**src/rtl/uc_pkg.sv**
```systemverilog
// Shared types and encodings for the multicycle MIPS control unit:
// state enum, datapath mux/ALU codes and the decoded opcode/funct values.
package uc_pkg;

  typedef enum logic [4:0] {
    ST_FETCH    = 5'd0,
    ST_DECODE   = 5'd1,
    ST_RTYPE_EX = 5'd2,
    ST_RTYPE_WB = 5'd3,
    ST_ADDI_EX  = 5'd4,
    ST_ADDI_WB  = 5'd5,
    ST_BEQ      = 5'd6,
    ST_BNE      = 5'd7,
    ST_MEM_ADDR = 5'd8,
    ST_LW_RD    = 5'd9,
    ST_LW_WB    = 5'd10,
    ST_SW_WR    = 5'd11,
    ST_LUI      = 5'd12,
    ST_J        = 5'd13,
    ST_JAL      = 5'd14,
    ST_JR       = 5'd15,
    ST_BREAK    = 5'd16,
    ST_EXC      = 5'd17
  } state_t;

  localparam logic [2:0] ALU_ADD   = 3'b000;
  localparam logic [2:0] ALU_SUB   = 3'b001;
  localparam logic [2:0] ALU_FUNCT = 3'b010;
  localparam logic [2:0] ALU_PASS  = 3'b011;

  localparam logic [1:0] PCS_ALU    = 2'b00;
  localparam logic [1:0] PCS_ALUOUT = 2'b01;
  localparam logic [1:0] PCS_JUMP   = 2'b10;

  localparam logic [1:0] SRCB_B      = 2'b00;
  localparam logic [1:0] SRCB_FOUR   = 2'b01;
  localparam logic [1:0] SRCB_IMM    = 2'b10;
  localparam logic [1:0] SRCB_IMM_SH = 2'b11;

  localparam logic [1:0] DST_RT = 2'b00;
  localparam logic [1:0] DST_RD = 2'b01;
  localparam logic [1:0] DST_RA = 2'b10;

  localparam logic [1:0] M2R_ALUOUT = 2'b00;
  localparam logic [1:0] M2R_MDR    = 2'b01;
  localparam logic [1:0] M2R_PC     = 2'b10;

  localparam logic [5:0] OP_RTYPE = 6'h00;
  localparam logic [5:0] OP_J     = 6'h02;
  localparam logic [5:0] OP_JAL   = 6'h03;
  localparam logic [5:0] OP_BEQ   = 6'h04;
  localparam logic [5:0] OP_BNE   = 6'h05;
  localparam logic [5:0] OP_ADDI  = 6'h08;
  localparam logic [5:0] OP_LUI   = 6'h0F;
  localparam logic [5:0] OP_LW    = 6'h23;
  localparam logic [5:0] OP_SW    = 6'h2B;

  localparam logic [5:0] FN_JR    = 6'h08;
  localparam logic [5:0] FN_BREAK = 6'h0D;

  localparam logic CAUSE_OPCODE   = 1'b0;
  localparam logic CAUSE_OVERFLOW = 1'b1;

  // States that stretch over MEM_WAIT+1 cycles using the wait counter
  function automatic logic is_wait_state(input state_t s);
    return (s == ST_FETCH) || (s == ST_LW_RD) || (s == ST_SW_WR);
  endfunction

endpackage

```
**src/rtl/uc_multicycle_ctrl.sv**
```systemverilog
// Moore control FSM for the multicycle MIPS datapath with parametrised memory wait states.
// Optional exception path (EXC state, EPC/Cause) is enabled by defining UC_EXCEPTION_EN.
module uc_multicycle_ctrl
  import uc_pkg::*;
#(
  parameter int unsigned MEM_WAIT    = 2,
  parameter logic [1:0]  EXC_VEC_SEL = 2'b11
) (
  input  logic       Clk,
  input  logic       Reset,
  input  logic [5:0] Op,
  input  logic [5:0] Funct,
  input  logic       Overflow,
  output logic       PCWrite,
  output logic       PCWriteCond,
  output logic       IorD,
  output logic       MemWrite,
  output logic       IRWrite,
  output logic       RegWrite,
  output logic       AWrite,
  output logic       BWrite,
  output logic       MDRWrite,
  output logic [1:0] PCSource,
  output logic [2:0] ALUOp,
  output logic       ALUSrcA,
  output logic [1:0] ALUSrcB,
  output logic [1:0] RegDst,
  output logic [1:0] MemtoReg,
  output logic       BranchNe,
  output logic       EPCWrite,
  output logic       Cause,
  output logic       Break,
  output logic [4:0] State
);

  localparam logic [3:0] WAIT_LAST = 4'(MEM_WAIT);

  state_t     state_r, state_next_s;
  logic [3:0] cnt_r, cnt_next_s;
  logic       cause_r, cause_next_s;
  logic       wait_done_s;
  logic       wb_write_s;

  assign wait_done_s = (cnt_r == WAIT_LAST);

`ifdef UC_EXCEPTION_EN
  assign wb_write_s = ~Overflow;
`else
  logic exc_unused;
  assign wb_write_s = 1'b1;
  assign exc_unused = ^{Overflow, EXC_VEC_SEL};
`endif

  // State, wait counter and latched exception cause
  always_ff @(posedge Clk) begin
    if (Reset) begin
      state_r <= ST_FETCH;
      cnt_r   <= 4'd0;
      cause_r <= 1'b0;
    end else begin
      state_r <= state_next_s;
      cnt_r   <= cnt_next_s;
      cause_r <= cause_next_s;
    end
  end

  // Next-state dispatch; the counter only advances while a wait state is held
  always_comb begin
    state_next_s = state_r;
    cnt_next_s   = 4'd0;
    cause_next_s = cause_r;
    case (state_r)
      ST_FETCH, ST_LW_RD, ST_SW_WR: begin
        if (!wait_done_s) begin
          cnt_next_s = cnt_r + 4'd1;
        end else if (state_r == ST_FETCH) begin
          state_next_s = ST_DECODE;
        end else if (state_r == ST_LW_RD) begin
          state_next_s = ST_LW_WB;
        end else begin
          state_next_s = ST_FETCH;
        end
      end
      ST_DECODE: begin
        case (Op)
          OP_RTYPE: begin
            if (Funct == FN_BREAK) begin
              state_next_s = ST_BREAK;
            end else if (Funct == FN_JR) begin
              state_next_s = ST_JR;
            end else begin
              state_next_s = ST_RTYPE_EX;
            end
          end
          OP_BEQ:        state_next_s = ST_BEQ;
          OP_BNE:        state_next_s = ST_BNE;
          OP_ADDI:       state_next_s = ST_ADDI_EX;
          OP_LW, OP_SW:  state_next_s = ST_MEM_ADDR;
          OP_LUI:        state_next_s = ST_LUI;
          OP_J:          state_next_s = ST_J;
          OP_JAL:        state_next_s = ST_JAL;
          default: begin
`ifdef UC_EXCEPTION_EN
            state_next_s = ST_EXC;
            cause_next_s = CAUSE_OPCODE;
`else
            state_next_s = ST_FETCH;
`endif
          end
        endcase
      end
      ST_RTYPE_EX: state_next_s = ST_RTYPE_WB;
      ST_ADDI_EX:  state_next_s = ST_ADDI_WB;
      ST_LUI:      state_next_s = ST_ADDI_WB;
      ST_MEM_ADDR: state_next_s = (Op == OP_SW) ? ST_SW_WR : ST_LW_RD;
      ST_RTYPE_WB, ST_ADDI_WB: begin
`ifdef UC_EXCEPTION_EN
        if (Overflow) begin
          state_next_s = ST_EXC;
          cause_next_s = CAUSE_OVERFLOW;
        end else begin
          state_next_s = ST_FETCH;
        end
`else
        state_next_s = ST_FETCH;
`endif
      end
      ST_BREAK: state_next_s = ST_BREAK;
      default:  state_next_s = ST_FETCH;
    endcase
  end

  // Moore outputs decoded from state; everything is held at zero during Reset
  always_comb begin
    PCWrite     = 1'b0;
    PCWriteCond = 1'b0;
    IorD        = 1'b0;
    MemWrite    = 1'b0;
    IRWrite     = 1'b0;
    RegWrite    = 1'b0;
    AWrite      = 1'b0;
    BWrite      = 1'b0;
    MDRWrite    = 1'b0;
    PCSource    = PCS_ALU;
    ALUOp       = ALU_ADD;
    ALUSrcA     = 1'b0;
    ALUSrcB     = SRCB_B;
    RegDst      = DST_RT;
    MemtoReg    = M2R_ALUOUT;
    BranchNe    = 1'b0;
    EPCWrite    = 1'b0;
    Cause       = 1'b0;
    Break       = 1'b0;
    State       = 5'd0;
    if (Reset) begin
      State = 5'd0;
    end else begin
      State = state_r;
      Cause = cause_r;
      case (state_r)
        ST_FETCH: begin
          ALUSrcB = SRCB_FOUR;
          IRWrite = wait_done_s;
          PCWrite = wait_done_s;
        end
        ST_DECODE: begin
          AWrite  = 1'b1;
          BWrite  = 1'b1;
          ALUSrcB = SRCB_IMM_SH;
        end
        ST_RTYPE_EX: begin
          ALUSrcA = 1'b1;
          ALUOp   = ALU_FUNCT;
        end
        ST_RTYPE_WB: begin
          RegWrite = wb_write_s;
          RegDst   = DST_RD;
        end
        ST_ADDI_EX, ST_MEM_ADDR: begin
          ALUSrcA = 1'b1;
          ALUSrcB = SRCB_IMM;
        end
        ST_ADDI_WB: RegWrite = wb_write_s;
        ST_BEQ, ST_BNE: begin
          ALUSrcA     = 1'b1;
          ALUOp       = ALU_SUB;
          PCWriteCond = 1'b1;
          PCSource    = PCS_ALUOUT;
          BranchNe    = (state_r == ST_BNE);
        end
        ST_LW_RD: begin
          IorD     = 1'b1;
          MDRWrite = wait_done_s;
        end
        ST_LW_WB: begin
          RegWrite = 1'b1;
          MemtoReg = M2R_MDR;
        end
        ST_SW_WR: begin
          IorD     = 1'b1;
          MemWrite = wait_done_s;
        end
        ST_LUI: begin
          ALUSrcB = SRCB_IMM;
          ALUOp   = ALU_PASS;
        end
        ST_J: begin
          PCWrite  = 1'b1;
          PCSource = PCS_JUMP;
        end
        ST_JAL: begin
          PCWrite  = 1'b1;
          PCSource = PCS_JUMP;
          RegWrite = 1'b1;
          RegDst   = DST_RA;
          MemtoReg = M2R_PC;
        end
        ST_JR: begin
          PCWrite = 1'b1;
          ALUSrcA = 1'b1;
          ALUOp   = ALU_PASS;
        end
        ST_BREAK: Break = 1'b1;
`ifdef UC_EXCEPTION_EN
        ST_EXC: begin
          EPCWrite = 1'b1;
          PCWrite  = 1'b1;
          PCSource = EXC_VEC_SEL;
        end
`endif
        default: Break = 1'b0;
      endcase
    end
  end

endmodule

```
**config.mk**
```make
export PLATFORM = sky130hd
export DESIGN_NAME = uc_multicycle_ctrl
export DESIGN_NICKNAME = d
export VERILOG_FILES = /design/src/rtl/uc_pkg.sv /design/src/rtl/uc_multicycle_ctrl.sv
export SDC_FILE = /design/constraint.sdc
export NUM_CORES = 1
export LEC_CHECK = 0
export ABC_AREA = 1
export BUFFER_PORTS_ARGS = -buffer_cell sky130_fd_sc_hd__buf_2
export CORE_MARGIN = 1
export CORE_UTILIZATION = 52
export CTS_BUF_LIST = sky130_fd_sc_hd__clkbuf_2
export DETAILED_ROUTE_END_ITERATION = 7
export GPL_ROUTABILITY_DRIVEN = 0
export PLACE_DENSITY = 0.87
export SLEW_MARGIN = 20
export SYNTH_ARGS = -nofsm -noshare
export SYNTH_HDL_FRONTEND = slang
export SYNTH_SLANG_ARGS = --single-unit
```
**constraint.sdc**
```tcl
create_clock -name Clk -period 3.1 [get_ports Clk]
set_clock_uncertainty 0.1 [all_clocks]
set_input_delay 0.62 -clock Clk [delete_from_list [all_inputs] [get_ports Clk]]
set_output_delay 0.62 -clock Clk [all_outputs]
set_load 0.05 [all_outputs]
```
==> impl_metrics.prom <==
# TYPE chip_impl_metric gauge
chip_impl_info{name="status",value="completed"} 1
chip_impl_metric{name="synth_area_per_cell",unit="um2"} 5.62
chip_impl_metric{name="min_delay_path_depth",unit=""} 2
chip_impl_metric{name="maxCapViolations",unit=""} 0
chip_impl_metric{name="yosys_warnings",unit=""} 0
chip_impl_metric{name="die_area",unit="mm2"} 0.00210
chip_impl_metric{name="filler_cell_count",unit=""} 189
chip_impl_metric{name="final_net_count",unit=""} 235
chip_impl_metric{name="r2r_slack",unit="ns"} 1.52
chip_impl_metric{name="clkLatencyLatePin",unit="ns"} 0.26
chip_impl_info{name="worstSetupEndpointType",value="primary output"} 1
chip_impl_metric{name="syn_area",unit="um2"} 1000
chip_impl_info{name="worst_hold_path.endpoint",value="cause_next_s"} 1
chip_impl_metric{name="drt_first_iter_violations",unit=""} 50
chip_impl_metric{name="tritoncts_buffers",unit=""} 3
chip_impl_metric{name="reg_area",unit="um2"} 200
chip_impl_metric{name="core-area",unit="mm2"} 0.00176
chip_impl_metric{name="timing_max_transition_violations_final",unit=""} 0
chip_impl_metric{name="vias_in_the_first_global_route",unit=""} 1019
chip_impl_metric{name="period_needed",unit="ns"} 2.57
chip_impl_metric{name="power.total",unit="W"} 0.000580
chip_impl_metric{name="floorplan.die.width",unit="um"} 45.8
chip_impl_metric{name="synth-seq-area-share",unit=""} 0.200
chip_impl_metric{name="vias",unit=""} 1242
chip_impl_metric{name="dpl.hpwl",unit="um"} 2050
chip_impl_metric{name="grt_usage",unit=""} 0.253
chip_impl_metric{name="drive_above_1_share",unit=""} 0.276
chip_impl_metric{name="yosys_register_bits",unit=""} 10
chip_impl_metric{name="initial_core_util",unit=""} 0.567
chip_impl_metric{name="timing.final.crit_share",unit=""} 0.830
chip_impl_info{name="clk_root_buffer_cell",value="sky130_fd_sc_hd__clkbuf_2"} 1
chip_impl_metric{name="maximum_number_of_pins_on_one_net_before_global_route_repair",unit=""} 25
chip_impl_metric{name="multi_input_combinational_cell_area",unit="um2"} 664
chip_impl_info{name="min-delay-start",value="cause_next_s"} 1
chip_impl_metric{name="layout.core_utilization",unit=""} 0.688
chip_impl_metric{name="power_leakage",unit="nW"} 0.692
chip_impl_info{name="cts_tree",value="yes"} 1
chip_impl_metric{name="detail_route.vias_per_cell",unit=""} 5.13
chip_impl_info{name="r2r_path_start",value="state_r[1]"} 1
chip_impl_metric{name="drc",unit=""} 0
chip_impl_metric{name="dp.cells",unit=""} 238
chip_impl_metric{name="tns",unit="ns"} 0
chip_impl_metric{name="top_level_ports",unit=""} 45
chip_impl_metric{name="worst_path_required",unit="ns"} 2.38
chip_impl_metric{name="cts.clk_slew.worst_paths",unit="ns"} 0.10
chip_impl_metric{name="cellPowerDensity",unit="mW/mm2"} 478
chip_impl_metric{name="reg2reg_depth",unit=""} 8
chip_impl_metric{name="cts-hold-fix-buffers",unit=""} 0
chip_impl_metric{name="netlist_instances",unit=""} 178
chip_impl_metric{name="cts_setup_buffers",unit=""} 0
chip_impl_metric{name="synth_cell_type_count",unit=""} 23
chip_impl_metric{name="fmax",unit="MHz"} 389
chip_impl_metric{name="die_height",unit="um"} 45.8
chip_impl_metric{name="antenna_found_initial",unit=""} 0
chip_impl_info{name="critical_path.reg2reg.endpoint",value="state_r[3]"} 1
chip_impl_metric{name="ant_nets",unit=""} 0
chip_impl_metric{name="ctsHtreeMaxLevel",unit=""} 1
chip_impl_metric{name="global_route.overflow_total",unit=""} 0
chip_impl_metric{name="fp-row-count",unit=""} 15
chip_impl_metric{name="finalSetupViolations",unit=""} 0
chip_impl_metric{name="avgRoutedWirePerCell",unit="um"} 10.3
chip_impl_metric{name="finalNonFillerCells",unit=""} 242
chip_impl_metric{name="wl",unit="um"} 2500
chip_impl_metric{name="ctsLongestPathBuffers",unit=""} 2
chip_impl_metric{name="cts_num_sinks",unit=""} 10
chip_impl_metric{name="fin_hold_ws",unit="ns"} 0.332
chip_impl_info{name="grt_setup_unrepaired",value="false"} 1
chip_impl_metric{name="drt_pass1_iterations",unit=""} 4
chip_impl_metric{name="timing.final.hold_violations",unit=""} 0
chip_impl_metric{name="diode_insertion_count_for_antenna_repair",unit=""} 0
chip_impl_metric{name="post_cts_resize_count",unit=""} 0
chip_impl_metric{name="crit_fanout",unit=""} 5
chip_impl_metric{name="portBuffers",unit=""} 41
chip_impl_info{name="start_kind",value="register"} 1
chip_impl_metric{name="max-vdd-ir-drop",unit="mV"} 0.379
chip_impl_metric{name="area_growth",unit="%"} 21.4
chip_impl_info{name="worstHoldPathType",value="reg2reg"} 1
chip_impl_info{name="criticalPathCategory",value="reg2out"} 1
chip_impl_metric{name="grt_pass1_wl",unit="um"} 3920
chip_impl_metric{name="worst_path_arrival_time",unit="ns"} 1.85
-- where the power goes --
group          internal, W  total (W)  switching, W
Sequential        0.000152   0.000176     0.0000247
Clock            0.0000280  0.0000740     0.0000460
Combinational    0.0000877   0.000329      0.000242
Total             0.000267   0.000580      0.000312
-- worst max-delay path by stage --
stage,start,endpoint,slack (ns),depth (start not counted)
floorplan,Reset,PCWrite,0.43,3
global placement,Reset,PCWrite,0.77,5
detailed placement,Reset,PCWrite,0.74,5
CTS,state_r[1],ALUSrcA,0.56,7
global route,state_r[1],ALUSrcA,0.40,7
finish,state_r[1],ALUSrcA,0.53,7
-- cells by family (layout without fill, tap and decap cells) --
| logic type | after synthesis | in the layout | synth area share |
|---|---|---|---|
| AND/OR/NAND/NOR | 119 | 119 | 0.548 |
| buffers and inverters | 32 | 70 | 0.139 |
| AO/OA/AOI/OAI | 12 | 12 | 0.0663 |
| flip-flops | 10 | 10 | 0.200 |
| adder cells (fa/ha/maj) | 2 | 2 | 0.0250 |
| XOR/XNOR | 2 | 2 | 0.0175 |
| other | 1 | 2 | 0.00375 |
-- cells in the final DEF, fill, tap and decap left out, drive strengths merged --
master  count
xor2        1
nand2      36
inv        25
nor2       50
nor3        2
clkbuf      3
nand3      24
nand3b      3
o211ai      1
o21ai       4
nand4       4
dfxtp      10
a21oi       6
clkinv      1
xnor2       1
conb        2
a41oi       1
buf        41
ha          2
-- final cells by class --
cell class | count | area share
tap | 25 | 0.0258
clock buffer | 3 | 0.0124
inverter | 25 | 0.0773
sequential | 10 | 0.165
timing repair buffer | 41 | 0.169
multi-input combinational | 137 | 0.547
clock inverter | 1 | 0.00309
-- flip-flops by register name (all words and copies together) (netlist names) --
register / flops
cause_next_s: 1
cnt_r: 4
state_r: 5
-- metrics by stage --
step / instance area, um2 / setup WS (ns)
detailed placement: 1190 / 0.741
CTS: 1210 / 0.555
floorplan: 1000 / 0.429
global placement: 1190 / 0.770
finish: 1210 / 0.526
global route: 1210 / 0.403
-- cells in the mapped netlist --
library cell               number  area [um2]
sky130_fd_sc_hd__inv_2          4        15.0
sky130_fd_sc_hd__xor2_1         1        8.76
sky130_fd_sc_hd__xnor2_1        1        8.76
sky130_fd_sc_hd__o21ai_0        4        20.0
sky130_fd_sc_hd__nor3_1         2        10.0
sky130_fd_sc_hd__buf_4          5        37.5
sky130_fd_sc_hd__a21oi_1        6        30.0
sky130_fd_sc_hd__clkbuf_1       2        7.51
sky130_fd_sc_hd__nor2_2         5        31.3
sky130_fd_sc_hd__nand3b_1       3        22.5
sky130_fd_sc_hd__inv_1         21        78.8
sky130_fd_sc_hd__dfxtp_1       10         200
sky130_fd_sc_hd__nand2_2        3        18.8
sky130_fd_sc_hd__conb_1         1        3.75
sky130_fd_sc_hd__nand4_1        4        25.0
sky130_fd_sc_hd__nand3_2        1        10.0
sky130_fd_sc_hd__nor2_4         3        33.8
sky130_fd_sc_hd__nor2_1        42         158
sky130_fd_sc_hd__ha_1           2        25.0
sky130_fd_sc_hd__nand2_1       33         124
sky130_fd_sc_hd__nand3_1       23         115
sky130_fd_sc_hd__o211ai_1       1        7.51
sky130_fd_sc_hd__a41oi_1        1        8.76
-- routing by layer --
layer	up-vias	routed length (um)	GRT usage
met3	6	186	0.0357
met5	-	0	0
met1	546	1050	0.294
li1	634	-	-
met2	56	1230	0.465
met4	0	29	0.0882
-- critical path: stages (launching register included) --
cell and delay (ns):
sky130_fd_sc_hd__dfxtp_1 0.46, sky130_fd_sc_hd__inv_1 0.11, sky130_fd_sc_hd__nor2_1 0.20, sky130_fd_sc_hd__nand3_1 0.20, sky130_fd_sc_hd__nand2_1 0.15, sky130_fd_sc_hd__o21ai_0 0.09, sky130_fd_sc_hd__a21oi_1 0.12, sky130_fd_sc_hd__buf_2 0.28
No activity file was read; power rests on OpenSTA's default activity.
